$ cat config.mk
export PLATFORM = sky130hd
export DESIGN_NAME = soc_bus_master_flat
export DESIGN_NICKNAME = d
export VERILOG_FILES = /design/src/rtl/registers_pkg.sv /design/src/rtl/soc_bus_master_pkg.sv /design/src/rtl/SoC_MemBus.sv /design/src/rtl/soc_bus_wait_counter.sv /design/src/rtl/soc_bus_master.sv /design/src/flat_wrapper.sv
export SDC_FILE = /design/constraint.sdc
export NUM_CORES = 1
export LEC_CHECK = 0
export ABC_AREA = 1
export BUFFER_PORTS_ARGS = -buffer_cell sky130_fd_sc_hd__buf_2
export CAP_MARGIN = 40
export CORE_UTILIZATION = 41
export CTS_CLUSTER_SIZE = 40
export DETAILED_ROUTE_END_ITERATION = 8
export HOLD_SLACK_MARGIN = 0.06
export PLACE_DENSITY = 0.8
export SYNTH_ARGS = -nofsm -noshare
export SYNTH_HDL_FRONTEND = slang
export SYNTH_HIERARCHICAL = 1
export SYNTH_SLANG_ARGS = --single-unit
export TNS_END_PERCENT = 1
$ cat constraint.sdc
create_clock -name clk -period 1.5 [get_ports clk]
set_clock_uncertainty 0.05 [all_clocks]
set_input_delay 0.075 -clock clk [delete_from_list [all_inputs] [get_ports clk]]
set_output_delay 0.075 -clock clk [all_outputs]
set_load 0.005 [all_outputs]
$ cat src/rtl/registers_pkg.sv
// Register access types shared by every register-file slave and bus master.
package registers_pkg;

  typedef enum logic [1:0] {
    REG_MAIN   = 2'd0,
    REG_SET    = 2'd1,
    REG_CLEAR  = 2'd2,
    REG_TOGGLE = 2'd3
  } reg_access_t;

endpackage

$ cat src/rtl/soc_bus_master_pkg.sv
// Types and constants for the SoC memory bus master.
package soc_bus_master_pkg;

  typedef enum logic [1:0] {IDLE, REQ, WAIT, RESP} busmst_state_t;

  localparam int ADDR_TYPE_LSB = 2;
  localparam int WAIT_CNT_W    = 8;

  // Places an access type into the address bits that slaves decode it from.
  function automatic logic [31:0] with_access(input logic [31:0] reg_addr,
                                              input registers_pkg::reg_access_t acc);
    logic [31:0] a;
    a = reg_addr;
    a[ADDR_TYPE_LSB +: 2] = acc;
    return a;
  endfunction

endpackage

$ cat src/rtl/SoC_MemBus.sv
// SoC memory bus: one-cycle request from the master, slave signals completion with ack (rdata valid with ack).
interface SoC_MemBus;
  logic        req;
  logic        we;
  logic [31:0] addr;
  logic [31:0] wdata;
  logic        ack;
  logic [31:0] rdata;

  modport Master (output req, we, addr, wdata, input ack, rdata);
  modport Slave  (input req, we, addr, wdata, output ack, rdata);
endinterface

$ cat src/rtl/soc_bus_wait_counter.sv
// Saturating WAIT-state cycle counter; flags when the slave may be sampled and when the wait has expired.
module soc_bus_wait_counter
  import soc_bus_master_pkg::*;
#(
  parameter int BUS_LATENCY    = 1,
  parameter int TIMEOUT_CYCLES = 255
) (
  input  logic clk,
  input  logic res,
  input  logic clr,
  input  logic en,
  output logic lat_ok,
  output logic timeout
);

  logic [WAIT_CNT_W-1:0] count_q;

  always_ff @(posedge clk) begin
    if (res || clr) begin
      count_q <= '0;
    end else if (en && (count_q != '1)) begin
      count_q <= count_q + WAIT_CNT_W'(1);
    end
  end

  // count_q holds the number of WAIT cycles already completed before the current one
  assign lat_ok  = int'(count_q) >= (BUS_LATENCY - 1);
  assign timeout = int'(count_q) >= (TIMEOUT_CYCLES - 1);

endmodule

$ cat src/rtl/soc_bus_master.sv
// Host-command to SoC_MemBus initiator, one transaction at a time.
// Optional abort of a stalled WAIT: define SOC_BUS_MASTER_TIMEOUT_EN.
//
// state | meaning
// IDLE  | ready for a host command
// REQ   | bus request driven for one cycle from captured command
// WAIT  | waiting for slave completion (or timeout)
// RESP  | response held to the host until rsp_ready
module soc_bus_master
  import soc_bus_master_pkg::*;
#(
  parameter int BUS_LATENCY    = 1,
  parameter int TIMEOUT_CYCLES = 255
) (
  input  logic             clk,
  input  logic             res,
  input  logic             cmd_valid,
  output logic             cmd_ready,
  input  logic             cmd_we,
  input  logic [31:0]      cmd_addr,
  input  logic [31:0]      cmd_wdata,
  output logic             rsp_valid,
  input  logic             rsp_ready,
  output logic [31:0]      rsp_rdata,
  output logic             rsp_err,
  output logic             busy,
  SoC_MemBus.Master        mem_bus
);

`ifdef SOC_BUS_MASTER_TIMEOUT_EN
  localparam bit TIMEOUT_EN = 1'b1;
`else
  localparam bit TIMEOUT_EN = 1'b0;
`endif

  busmst_state_t state_q, state_d;
  logic          complete, expire;
  logic          lat_ok, timeout;
  logic          we_q;
  logic [31:0]   addr_q, wdata_q, rdata_q;
  logic          err_q;

  soc_bus_wait_counter #(
    .BUS_LATENCY    (BUS_LATENCY),
    .TIMEOUT_CYCLES (TIMEOUT_CYCLES)
  ) u_wait_cnt (
    .clk     (clk),
    .res     (res),
    .clr     (state_q != WAIT),
    .en      (state_q == WAIT),
    .lat_ok  (lat_ok),
    .timeout (timeout)
  );

  always_ff @(posedge clk) begin
    if (res) begin
      state_q <= IDLE;
    end else begin
      state_q <= state_d;
    end
  end

  always_comb begin
    state_d  = state_q;
    complete = 1'b0;
    expire   = 1'b0;
    case (state_q)
      IDLE: if (cmd_valid) state_d = REQ;
      REQ:  state_d = WAIT;
      WAIT: begin
        complete = mem_bus.ack && lat_ok;
        // a completion in the same cycle as the timeout takes priority
        expire   = TIMEOUT_EN && timeout && !complete;
        if (complete || expire) state_d = RESP;
      end
      RESP: if (rsp_ready) state_d = IDLE;
      default: state_d = IDLE;
    endcase
  end

  always_ff @(posedge clk) begin
    if (res) begin
      we_q    <= 1'b0;
      addr_q  <= '0;
      wdata_q <= '0;
      rdata_q <= '0;
      err_q   <= 1'b0;
    end else begin
      if ((state_q == IDLE) && cmd_valid) begin
        we_q    <= cmd_we;
        addr_q  <= cmd_addr & ~32'h3;
        wdata_q <= cmd_wdata;
        rdata_q <= '0;
        err_q   <= 1'b0;
      end
      if (complete) begin
        rdata_q <= we_q ? 32'h0 : mem_bus.rdata;
        err_q   <= 1'b0;
      end else if (expire) begin
        rdata_q <= '0;
        err_q   <= 1'b1;
      end
    end
  end

  assign cmd_ready = (state_q == IDLE);
  assign busy      = (state_q != IDLE);
  assign rsp_valid = (state_q == RESP);
  assign rsp_rdata = rdata_q;
  assign rsp_err   = err_q;

  assign mem_bus.req   = (state_q == REQ);
  assign mem_bus.we    = we_q;
  assign mem_bus.addr  = addr_q;
  assign mem_bus.wdata = wdata_q;

endmodule

$ cat src/flat_wrapper.sv
// flat-port wrapper written by rule: the top's interface ports become plain ports
module soc_bus_master_flat import soc_bus_master_pkg::*;
#(
  parameter int BUS_LATENCY    = 1,
  parameter int TIMEOUT_CYCLES = 255
)
  (clk, res, cmd_valid, cmd_ready, cmd_we, cmd_addr, cmd_wdata, rsp_valid, rsp_ready, rsp_rdata, rsp_err, busy, mem_bus_req, mem_bus_we, mem_bus_addr, mem_bus_wdata, mem_bus_ack, mem_bus_rdata);
  SoC_MemBus mem_bus_i ();
  input  logic clk;
  input  logic res;
  input  logic cmd_valid;
  output logic cmd_ready;
  input  logic cmd_we;
  input  logic [31:0] cmd_addr;
  input  logic [31:0] cmd_wdata;
  output logic rsp_valid;
  input  logic rsp_ready;
  output logic [31:0] rsp_rdata;
  output logic rsp_err;
  output logic busy;
  output wire logic [$bits(mem_bus_i.req)-1:0] mem_bus_req;
  output wire logic [$bits(mem_bus_i.we)-1:0] mem_bus_we;
  output wire logic [$bits(mem_bus_i.addr)-1:0] mem_bus_addr;
  output wire logic [$bits(mem_bus_i.wdata)-1:0] mem_bus_wdata;
  input wire logic [$bits(mem_bus_i.ack)-1:0] mem_bus_ack;
  input wire logic [$bits(mem_bus_i.rdata)-1:0] mem_bus_rdata;
  assign mem_bus_req = mem_bus_i.req;
  assign mem_bus_we = mem_bus_i.we;
  assign mem_bus_addr = mem_bus_i.addr;
  assign mem_bus_wdata = mem_bus_i.wdata;
  assign mem_bus_i.ack = mem_bus_ack;
  assign mem_bus_i.rdata = mem_bus_rdata;
  soc_bus_master #(.BUS_LATENCY(BUS_LATENCY), .TIMEOUT_CYCLES(TIMEOUT_CYCLES)) u_core (.clk(clk), .res(res), .cmd_valid(cmd_valid), .cmd_ready(cmd_ready), .cmd_we(cmd_we), .cmd_addr(cmd_addr), .cmd_wdata(cmd_wdata), .rsp_valid(rsp_valid), .rsp_ready(rsp_ready), .rsp_rdata(rsp_rdata), .rsp_err(rsp_err), .busy(busy), .mem_bus(mem_bus_i));
endmodule
==> results of run 1 <==
==> power by group <==
group	leakage [µW]	switching, µW	total, µW	internal (µW)
combinational	0.00193	1830	3340	1510
sequential	0.000797	288	3400	3110
clock	0.0000957	862	1720	857
total	0.00282	2980	8460	5480
==> how the worst max path moves through the flow <==
stage	from	end	slack, ns	depth (start not counted)
floorplan	u_core/state_q[0]	u_core/rsp_rdata[10]	0.13	7
global placement	u_core/state_q[0]	u_core/rsp_rdata[31]	0.10	7
detailed placement	u_core/state_q[0]	u_core/rsp_rdata[11]	0.02	7
CTS	u_core/state_q[0]	u_core/rsp_rdata[11]	0.02	6
global route	u_core/state_q[0]	u_core/rsp_rdata[15]	-0.01	7
finish	u_core/state_q[1]	u_core/mem_bus.addr[7]	0.1	6
==> flip-flops by register name, indices dropped and copies added, names as in the netlist <==
register              cells
u_core/mem_bus.wdata     32
u_core/rsp_rdata         32
u_core/mem_bus.addr      30
u_core/state_q            2
u_core/mem_bus.we         1
==> area by class of cell <==
class / instances / area [µm²] / area share, %
timing repair buffer: 306 / 2190 / 36.9
sequential: 97 / 1940 / 32.7
multi-input combinational: 310 / 1440 / 24.3
clock buffer: 13 / 159 / 2.67
tap: 105 / 131 / 2.21
clock inverter: 2 / 37.5 / 0.632
inverter: 9 / 36.3 / 0.611
==> critical path: cells and delay by family (launching register included) <==
| family | cells | cell delay (ns) |
|---|---|---|
| buffers and inverters | 2 | 0.33 |
| adder cells (fa/ha/maj) | 1 | 0.19 |
| AO/OA/AOI/OAI | 1 | 0.23 |
| flip-flops | 1 | 0.35 |
| AND/OR/NAND/NOR | 2 | 0.16 |
==> per-stage QoR <==
step           power (µW)  area (µm²)
2_1_floorplan        4950        3590
3_3_place_gp         5870        4630
3_5_place_dp         5990        4630
4_1_cts              7880        5790
5_1_grt              8970        5940
6_report             8460        5940
==> layer usage <==
layer  vias to the layer above  part of all wire, %  wire, µm
li1                       2010                    -         -
met1                      1948                   38      4870
met2                       200                   53      6710
met3                        32                  6.7       857
met4                         0                  2.7       342
met5                         -                    0         0
==> repair_timing <==
action	in CTS	in global routing
endpoints found under the setup margin	1	95
pin swaps	0	1
hold buffers	96	0
hold endpoints to repair	95	0
gates cloned	0	5
gates resized for setup	1	11
==> cells in the final DEF, fill, tap and decap left out, types with 2 or more instances in the layout <==
cell / count
buf_2: 198
ha_4: 2
o21ai_0: 61
dfxtp_2: 2
clkbuf_8: 11
ha_1: 3
dfxtp_1: 95
nor2_1: 128
clkbuf_1: 2
a21oi_1: 33
inv_1: 7
conb_1: 4
nand2_1: 40
o21ai_1: 2
dlygate4sd3_1: 96
clkbuf_16: 4
buf_12: 6
nand3_1: 33
==> run_results.csv, run 1 <==
group,metric,value,unit
cts,numCtsBuffers,9,
worst_setup_path,required,1.69,ns
place,portBuffers,198,
min_path,holdCritPathClass,"in2reg",
grt,globalRouteMet1Util,25.9,%
pwr,p_leak,0.00282,µW
route,wl_per_cell,15.2,µm
floorplanning,die_width,95.5,µm
final_layout,drive_gt1_share,31.5,%
route,first_pass_iters,5,
grt,grt_max_degree,65,
cts,clk_latency,0.34,ns
floorplanning,initial_core_util,43.0,%
cts,root_buffer,"clkbuf_8",
grt,track_usage,24.9,%
worst_setup_path,rrSetupSlack,0.1,ns
sta,setup_viol,0,
yosys,syn_area_per_cell,7.95,µm²
cts,clock_path_buffers,2,
sta,fmax,0.714,GHz
worst_setup_path,slowest_stage,"dfxtp_2",
grt,grt_util_met2,46.8,%
pwr,power_density,1420,nW/µm²
worst_setup_path,critPathLaunchType,"flip-flop",
floorplanning,rows,33,
sta,setup_ws,0.0996,ns
sta,slew_viol_final,0,
job,max_cap_violations,0,
grt,antenna_found_initial,0,
final_layout,syn_to_final_growth,65.6,%
outcome,run_status,"completed",
sta,hold_viol_final,0,
worst_setup_path,worstSetupPathType,"reg2reg",
final_layout,fillers,611,
place,place_inst,726,
sta,finalCritPeriodShare,93.4,%
cts,cts_setup_buffers,0,
route,wl,12.8,mm
final_layout,fin_nets,840,
sta,holdWs,0.154,ns
floorplanning,coreArea,8340,µm²
grt,grt_pass1_vias,3783,
grt,grt_pass1_wl,17.5,mm
route,via_per_inst,4.98,
place,dpl_worst_slack,0.0190,ns
min_path,min_path_cells,6,
min_path,min_from,"rsp_ready",
yosys,syn_inst,451,
final_layout,diodes,0,
worst_setup_path,path_cells,"inv_1, ha_4, nand2_8, buf_12, o21ai_0, nor2_1",
floorplanning,io_pins,204,
final_layout,fin_util,71.2,%
cts,tritoncts,"built",
cts,h-tree-depth,3,
grt,grt_remaining_overflow,0,
place,place.gp.congestion,0.772,
grt,grt-busiest-layer,"met2",
route,via_count,4190,
sta,finalSetupTns,0,ns
sta,period_minus_slack,1.40,ns
floorplanning,dieArea,9130,µm²
cts,cts.clk_slew.worst_paths,0.09,ns
worst_setup_path,critical_path_arrival,1.59,ns
final_layout,fin_cells,842,
route,drc_errors,0,
floorplanning,die_h,95.5,µm
pwr,peakVddDrop,0.875,mV
route,drt_iter0_markers,219,
worst_setup_path,r2r_cells,6,
worst_setup_path,crit-reg2reg-capture,"u_core/mem_bus.addr[7]",
worst_setup_path,endpoint_kind,"flip-flop",
cts,clkSinkCount,97,
route,ant_nets,0,
worst_setup_path,cpPeakStageDelay,0.35,ns
yosys,yosysWarnings,6,
place,dp_hpwl,6.47,mm
yosys,syn_area,3590,µm²
worst_setup_path,r2r_start,"u_core/state_q[1]",
min_path,holdPathEnd,"u_core/state_q[0]",
grt,grt_use_met3,5.82,%
worst_setup_path,cp_max_fo,25,
No activity file was read; power rests on OpenSTA's default activity.
==> run 2, diff against run 1 <==
- CORE_MARGIN: unset -> 8
- MAX_ROUTING_LAYER: unset -> met4
==> run_results.csv, run 2 (synthesis gave the netlist of run 1 again) <==
group,metric,value,unit
outcome,run_status,"completed",
place,place_inst,733,
route,drt_iter0_markers,215,
floorplanning,die_width,110,µm
cts,tritoncts,"built",
final_layout,mostFrequentLayoutCell,"buf_2",
worst_setup_path,rrSetupSlack,0.03,ns
floorplanning,coreArea,8590,µm²
grt,track_usage,21.5,%
route,wl_met3,941,µm
floorplanning,dieArea,12000,µm²
cts,clk_latency,0.34,ns
worst_setup_path,cp_max_fo,53,
route,ant_nets,0,
worst_setup_path,worstSetupPathType,"reg2reg",
cts,numCtsBuffers,9,
sta,finalCritPeriodShare,98.1,%
route,wl_met1,5.07,mm
route,wl,13.6,mm
route,wl_per_cell,16.1,µm
worst_setup_path,slowest_stage,"dfxtp_2",
final_layout,fin_nets,841,
sta,slew_viol_final,0,
cts,cts.clk_slew.worst_paths,0.09,ns
sta,setup_viol,0,
route,wl_met2,7.24,mm
grt,antenna_found_initial,0,
final_layout,final_cell_mix,"198 x buf_2, 128 x nor2_1, 96 x dlygate4sd3_1",
route,drc_errors,0,
grt,grt_pass1_wl,19.9,mm
worst_setup_path,endpoint_kind,"flip-flop",
worst_setup_path,required,1.69,ns
floorplanning,initial_core_util,41.7,%
worst_setup_path,cpLargestDelayFamily,"flip-flops",
sta,rsz0062_at_grt,"yes",
route,via_count,4114,
grt,grt_pass1_vias,4158,
worst_setup_path,cp.buffers_inverters,2,
sta,period_minus_slack,1.47,ns
worst_setup_path,critPathLaunchType,"flip-flop",
final_layout,drive_gt1_share,31.9,%
place,dpl_worst_slack,-0.0333,ns
job,max_cap_violations,0,
worst_setup_path,critical_path_arrival,1.66,ns
cts,h-tree-depth,3,
place,dp_hpwl,8.17,mm
floorplanning,rows,34,
grt,grt_max_degree,56,
grt,grt_remaining_overflow,0,
final_layout,syn_to_final_growth,64.5,%
sta,fmax,0.679,GHz
worst_setup_path,path_cells,"inv_2, ha_2, nand2_4, buf_12, o21ai_0, nor2_1",
cts,clock_path_buffers,2,
min_path,holdCritPathClass,"in2reg",
route,via_per_inst,4.86,
pwr,power_density,1400,nW/µm²
worst_setup_path,cpPeakStageDelay,0.34,ns
floorplanning,die_h,110,µm
route,top_layer_used,"met4",
route,first_pass_iters,4,
final_layout,fillers,667,
cts,root_buffer,"clkbuf_8",
place,place.gp.congestion,0.792,
sta,hold_viol_final,0,
cts,clkSinkCount,97,
pwr,total_power,8260,µW
floorplanning,io_pins,204,
final_layout,fin_cells,847,
pwr,peakVddDrop,0.730,mV
sta,setup_ws,0.0278,ns
pwr,p_leak,0.00281,µW
place,portBuffers,198,
run 2: changes by cell type in the layout (fill, tap and decap cells not counted), sizes merged:
cell / change
diode: +2
buf: +3
clkbuf: -3
run 2: metal layers:
metal / track usage (%) / vias to the layer above
met4: 11.9 / 0
met5: - / -
met3: 4.34 / 32
met1: 22.0 / 1900
li1: - / 2010
met2: 38.0 / 172
run 2: through the flow:
| stage | hold WS, ns | area [µm²] | TNS (ns) | util [%] |
|---|---|---|---|---|
| after floorplan | 0.167 | 3590 | 0 | - |
| after global placement | 0.273 | 4650 | 0 | 54.1 |
| after detailed placement | 0.278 | 4650 | -0.291 | 54.1 |
| after CTS | 0.0715 | 5820 | 0 | 67.7 |
| after global routing | 0.107 | 5890 | -0.109 | 68.6 |
| final | 0.107 | 5900 | 0 | 68.7 |
run 2: worst min-delay path: stages:
cell and delay [ns]:
buf_2 0.12, nand2_1 0.06, nand2_1 0.06, nand3_1 0.08
a21oi_1 0.06
run 2: path summary, 6_finish.rpt:
check / startpoint / to / cells after the start
worst max-delay path: u_core/state_q[0] / u_core/mem_bus.wdata[30] / 6
worst max register to register: u_core/state_q[0] / u_core/mem_bus.wdata[30] / 6
worst min-delay path: mem_bus_ack / u_core/state_q[0] / 5
worst min register to register: u_core/rsp_rdata[1] / u_core/rsp_rdata[1] / 2
run 2: final cells by class:
type	count	area, µm²	area share (%)
diodes	2	5.00	0.0848
clock buffers	12	165	2.80
clock inverters	2	37.5	0.636
inverters	9	33.8	0.573
multi-input cells	310	1420	24.1
flip-flops and latches	97	1940	33.0
well taps	108	135	2.29
repair buffers	307	2150	36.5
run 2: timing repair:
item	CTS	global route
endpoints found under the setup margin	24	94
endpoints found under the hold margin	96	0
resized for setup	1	9
setup buffers	0	0
cloned	0	2
hold buffers	96	0
run 2: power breakdown:
part	internal [µW]	total, µW	switching, µW	leakage (µW)
clock	891	1740	850	0.000101
combinational	1380	3120	1750	0.00191
sequential	3110	3400	288	0.000797
total	5380	8260	2880	0.00281
